## src/rtl/fetch_sequencer_if.sv

```systemverilog
// fetch_sequencer_if: control, program-counter, ROM and decode handshake bundle for the fetch sequencer
interface fetch_sequencer_if #(parameter int AW = 12, parameter int IW = 9);
  logic go;
  logic [AW-1:0] startAddr;
  logic [AW-1:0] pcAddr;
  logic pcDone;
  logic start;
  logic [AW-1:0] startingAddress;
  logic nextIns;
  logic [AW-1:0] romAddr;
  logic [IW-1:0] romData;
  logic [IW-1:0] instr;
  logic instrValid;
  logic instrAccept;
  logic busy;
  logic finished;
  logic [15:0] instrCount;
  modport slave (
    input go, startAddr, pcAddr, pcDone, romData, instrAccept,
    output start, startingAddress, nextIns, romAddr, instr, instrValid, busy, finished, instrCount
  );
  modport master (
    output go, startAddr, pcAddr, pcDone, romData, instrAccept,
    input start, startingAddress, nextIns, romAddr, instr, instrValid, busy, finished, instrCount
  );
endinterface

```

## src/rtl/fetch_sequencer.sv

```systemverilog
// fetch_sequencer: drives a program counter and synchronous ROM, presenting one instruction at a time to decode
module fetch_sequencer #(
  parameter int AW = 12,
  parameter int IW = 9
) (
  input logic clock,
  input logic reset,
  fetch_sequencer_if.slave bus
);
  typedef enum logic [2:0] {IDLE, LOAD, FETCH, ROMWAIT, HOLD, DONE} state_t;
  state_t state, state_n;
  logic [IW-1:0] instr_q;
  logic [AW-1:0] pc_addr;
  logic valid_q;
  logic [15:0] count_q;
  logic accept_fire;
  assign pc_addr = bus.pcAddr;
  assign accept_fire = (state == HOLD) && bus.instrAccept;
  assign bus.start = (state == LOAD);
  assign bus.nextIns = accept_fire;
  assign bus.startingAddress = bus.startAddr;
  assign bus.romAddr = pc_addr;
  assign bus.busy = (state != IDLE) && (state != DONE);
  assign bus.finished = (state == DONE);
  assign bus.instr = instr_q;
  assign bus.instrValid = valid_q;
  assign bus.instrCount = count_q;
  // state register
  always_ff @(posedge clock or posedge reset) begin
    if (reset) state <= IDLE;
    else state <= state_n;
  end
  // next-state: go only matters at rest, pcDone only at the fetch decision point
  always_comb begin
    state_n = state;
    case (state)
      IDLE: state_n = bus.go ? LOAD : IDLE;
      LOAD: state_n = FETCH;
      FETCH: state_n = bus.pcDone ? DONE : ROMWAIT;
      ROMWAIT: state_n = HOLD;
      HOLD: state_n = bus.instrAccept ? FETCH : HOLD;
      DONE: state_n = bus.go ? LOAD : DONE;
      default: state_n = IDLE;
    endcase
  end
  // capture the ROM word, track its validity and count accepted instructions (saturating)
  always_ff @(posedge clock or posedge reset) begin
    if (reset) begin
      instr_q <= '0;
      valid_q <= 1'b0;
      count_q <= '0;
    end else begin
      instr_q <= (state == ROMWAIT) ? bus.romData : instr_q;
      valid_q <= (state == ROMWAIT) || ((state == HOLD) && !bus.instrAccept);
      count_q <= (state == LOAD) ? 16'd0 : (accept_fire && count_q != 16'hFFFF) ? count_q + 16'd1 : count_q;
    end
  end
endmodule

```

## src/flat_wrapper.sv

```systemverilog
// flat-port wrapper written by rule: the top's interface ports become plain ports
module fetch_sequencer_flat 
#(
  parameter int AW = 12,
  parameter int IW = 9
)
  (clock, reset, bus_go, bus_startAddr, bus_pcAddr, bus_pcDone, bus_romData, bus_instrAccept, bus_start, bus_startingAddress, bus_nextIns, bus_romAddr, bus_instr, bus_instrValid, bus_busy, bus_finished, bus_instrCount);
  fetch_sequencer_if #(.AW(AW), .IW(IW)) bus_i ();
  input logic clock;
  input logic reset;
  input wire logic [$bits(bus_i.go)-1:0] bus_go;
  input wire logic [$bits(bus_i.startAddr)-1:0] bus_startAddr;
  input wire logic [$bits(bus_i.pcAddr)-1:0] bus_pcAddr;
  input wire logic [$bits(bus_i.pcDone)-1:0] bus_pcDone;
  input wire logic [$bits(bus_i.romData)-1:0] bus_romData;
  input wire logic [$bits(bus_i.instrAccept)-1:0] bus_instrAccept;
  output wire logic [$bits(bus_i.start)-1:0] bus_start;
  output wire logic [$bits(bus_i.startingAddress)-1:0] bus_startingAddress;
  output wire logic [$bits(bus_i.nextIns)-1:0] bus_nextIns;
  output wire logic [$bits(bus_i.romAddr)-1:0] bus_romAddr;
  output wire logic [$bits(bus_i.instr)-1:0] bus_instr;
  output wire logic [$bits(bus_i.instrValid)-1:0] bus_instrValid;
  output wire logic [$bits(bus_i.busy)-1:0] bus_busy;
  output wire logic [$bits(bus_i.finished)-1:0] bus_finished;
  output wire logic [$bits(bus_i.instrCount)-1:0] bus_instrCount;
  assign bus_i.go = bus_go;
  assign bus_i.startAddr = bus_startAddr;
  assign bus_i.pcAddr = bus_pcAddr;
  assign bus_i.pcDone = bus_pcDone;
  assign bus_i.romData = bus_romData;
  assign bus_i.instrAccept = bus_instrAccept;
  assign bus_start = bus_i.start;
  assign bus_startingAddress = bus_i.startingAddress;
  assign bus_nextIns = bus_i.nextIns;
  assign bus_romAddr = bus_i.romAddr;
  assign bus_instr = bus_i.instr;
  assign bus_instrValid = bus_i.instrValid;
  assign bus_busy = bus_i.busy;
  assign bus_finished = bus_i.finished;
  assign bus_instrCount = bus_i.instrCount;
  fetch_sequencer #(.AW(AW), .IW(IW)) u_core (.clock(clock), .reset(reset), .bus(bus_i));
endmodule
```

## config.mk

```make
export PLATFORM = sky130hd
export DESIGN_NAME = fetch_sequencer_flat
export DESIGN_NICKNAME = d
export VERILOG_FILES = /design/src/rtl/fetch_sequencer_if.sv /design/src/rtl/fetch_sequencer.sv /design/src/flat_wrapper.sv
export SDC_FILE = /design/constraint.sdc
export NUM_CORES = 1
export LEC_CHECK = 0
export BUFFER_PORTS_ARGS = -buffer_cell sky130_fd_sc_hd__buf_4
export CAP_MARGIN = 5
export CORE_AREA = 8 8 78 67
export DETAILED_ROUTE_END_ITERATION = 12
export DIE_AREA = 0 0 86 75
export PLACE_DENSITY = 0.78
export SETUP_SLACK_MARGIN = 0.2
export SYNTH_ARGS = -nofsm -noshare
export SYNTH_HDL_FRONTEND = slang
export SYNTH_SLANG_ARGS = --single-unit
```

## constraint.sdc

```tcl
create_clock -name clock -period 2.3 [get_ports clock]
set_clock_uncertainty 0.05 [all_clocks]
set_input_delay 0.23 -clock clock [delete_from_list [all_inputs] [get_ports clock]]
set_output_delay 0.23 -clock clock [all_outputs]
set_load 0.05 [all_outputs]
```

==> impl_metrics.yaml <==
global_route:
  grt_overflow: 0
  grt_max_degree: 20
  grtUsageTotal_pct: 11.9
  grt_pass1_vias: 1257
  antenna_found_initial: 0
  grt_pass1_wl_um: 5990
worst_setup_path:
  worst_setup_path_end_kind: "primary output"
  critPathArrivalTime_ns: 1.76
  cp_slowest_cell: "dfrtp_1"
  crit_fanout: 10
  cp_num_buf_inv: 2
  r2r_cells: 5
  crit_chain: "and2b_1, nand3b_1, clkinv_2, buf_4"
  critPathLaunchType: "register"
  r2r-end: "u_core.bus.instrCount[3]$_DFFE_PP0P_"
  reg2reg_from: "u_core.state[0]$_DFF_PP0_"
  path_class: "reg2out"
  crit_path_max_incr_delay_ns: 0.42
  path_delay_family: "simple AND/OR/NAND/NOR gates"
  rrSetupSlack_ns: 0.29
  worst_ep_required_time_ns: 2.02
timing:
  setup_violations: 0
  hold_viol: 0
  max_freq_mhz: 490
  rsz0062_at_grt: "true"
  fin_crit_ns: 2.04
  finalSetupTns_ns: 0
  slew_violations: 0
  tightestPinTransition_ns: 0.428
  slew_headroom_pct: 71.4
  fin_crit_sh_pct: 88.7
place:
  gp_congestion: 0.841
  dpl.hpwl_um: 2800
  portBuffers: 43
logic_synthesis:
  synth.largest_area_cell: "dfrtp_1"
  yosysSeqAreaShare_pct: 43.5
  synth_top_area_share_pct: 43.5
  yosys.cell_types.count: 40
  synth_ff_type: "dfrtp_1"
  synth_cells: 172
  ys_async_sr_fraction_pct: 100
  synth_nets: 211
  avgSynthCellArea_um2: 9.70
  synth_area_leaders: "dfrtp_1, buf_4, mux2_2, mux2i_1, nand2_1"
  ys_ff_latch: 29
  synth_edf_count: 0
  syn_area_mm2: 0.00167
  yosys_warnings: 0
clocking:
  path_clk_slew_ns: 0.07
  clock_latency_ns: 0.28
  clockBufferDepth: 2
  tritoncts: "built"
  cts_root_buf: "clkbuf_8"
  cts.sinks: 29
  cts_made_buffers: 5
  htreeDepth: 2
floorplan:
  ios: 92
  die_h_um: 75
  core_mm2: 0.00397
  rows: 21
  chipWidth_um: 86
  die_area_mm2: 0.00645
  start_util_pct: 42.0
finish:
  antenna_cells: 0
  fin_nets: 242
  drive_above_1_share_pct: 38.2
  area_delta_synth_final_pct: 25.3
routing:
  postRouteAntennaNets: 0
  drc: 0
  drt_first_pass_iters: 4
  wire_per_inst_um: 14.8
  drt_iter0_markers: 64
  vias: 1379
  vias_per_cell: 5.28
  routed_wl_um: 3860
pwr:
  power_w: 0.00256
  p_per_area_mw_per_mm2: 1230
  leakagePower_nw: 0.943
  max-vdd-ir-drop_v: 0.000530
worst_hold_path:
  hp-class: "in2reg"
  min_path_cells: 2
  hold_end: "u_core.bus.instrValid$_DFF_PP0_"
  hold_start: "bus_instrAccept"
job:
  maxCapViolations: 0
outcome:
  status: "finished clean"
worst register-to-register path, cell delays in order, from the launching register on:
cell and delay (ns):
dfrtp_1 0.43, and2b_1 0.26, nand3b_1 0.32, buf_4 0.29, or4_1 0.49, o221ai_1 0.08
flip-flops by register name (all words and copies together) (netlist names):
signal and flops:
u_core.bus.instrCount 16, u_core.state 3, u_core.bus.instr 9, u_core.bus.instrValid 1
worst max path at each step:
stage,from,end,slack (ns),cells after the start
final,u_core.state[0]$_DFF_PP0_,bus_nextIns,0.26,4
after global routing,u_core.state[0]$_DFF_PP0_,bus_nextIns,0.19,4
after CTS,u_core.bus.instrCount[0]$_DFFE_PP0P_,u_core.bus.instrCount[3]$_DFFE_PP0P_,0.27,5
after detailed placement,u_core.bus.instrCount[0]$_DFFE_PP0P_,u_core.bus.instrCount[3]$_DFFE_PP0P_,0.30,5
after global placement,u_core.bus.instrCount[0]$_DFFE_PP0P_,u_core.bus.instrCount[3]$_DFFE_PP0P_,0.37,5
after floorplan,u_core.bus.instrCount[5]$_DFFE_PP0P_,u_core.bus.instrCount[13]$_DFFE_PP0P_,0.20,4
layout by cell type, fill, tap and decap left out, types with 4 or more instances in the layout:
| cell | instances |
|---|---|
| or3_1 | 4 |
| mux2i_1 | 7 |
| buf_4 | 51 |
| nor2_1 | 6 |
| or4_1 | 6 |
| dfrtp_1 | 26 |
| nor3_1 | 4 |
| mux2_2 | 9 |
| inv_1 | 8 |
| o21ai_0 | 10 |
| a21oi_1 | 4 |
| nand3_1 | 6 |
| nand2_1 | 16 |
| clkbuf_8 | 5 |
report_power, final:
part	internal (W)	switching, W	leakage, nW
Sequential	0.000650	0.000115	0.374
Clock	0.000430	0.000205	0.0681
Combinational	0.000386	0.000777	0.501
routing by layer:
layer  track usage (%)  up-vias  part of all wire, %
met3              5.45        5                  9.6
li1                  -      657                    -
met5                 0        -                    0
met4              6.78        0                  1.6
met1              14.6      661                   45
met2              16.7       56                   44
Yosys cell counts (all sizes together) (6+ instances only):
| cell type | instances |
|---|---|
| mux2i | 7 |
| nand3 | 6 |
| nor2 | 6 |
| o21ai | 11 |
| dfrtp | 29 |
| buf | 25 |
| mux2 | 9 |
| nand2 | 16 |
| or4 | 7 |
| inv | 8 |
through the flow:
step	utilization [%]	area [um^2]	hold WS [ns]	setup slack, ns	cells
after floorplan	-	1670	0.258	0.204	172
after detailed placement	48.2	1910	0.199	0.298	250
after global routing	52.7	2090	0.118	0.188	261
after global placement	48.2	1910	0.198	0.367	250
after CTS	51.9	2060	0.104	0.266	259
final	52.7	2090	0.116	0.261	261
cell type report:
type | count | area [um^2]
clock buffer | 5 | 68.8
clock inverter | 3 | 65.1
fill | 357 | 1880
inverter | 9 | 35.0
multi-input combinational | 106 | 727
sequential | 29 | 729
tap | 57 | 71.3
timing repair buffer | 52 | 393
repair_timing:
action	CTS	global route
endpoints found under the hold margin	10	0
hold buffers	1	0
resized for setup	1	3
endpoints found under the setup margin	1	11
buffers inserted	0	2
cell families (layout without fill, tap and decap cells):
family                   after synthesis  after routing  share of synthesized area, %
AO/OA/AOI/OAI                         28             28                          10.6
XOR/XNOR                               1              1                         0.525
adder cells (fa/ha/maj)                1              1                         0.750
buffers and inverters                 37             69                          13.8
flip-flops                            29             29                          43.5
multiplexers                          16             16                          10.3
AND/OR/NAND/NOR                       60             60                          20.6
Note: power is estimated with default switching activity, not from simulation.
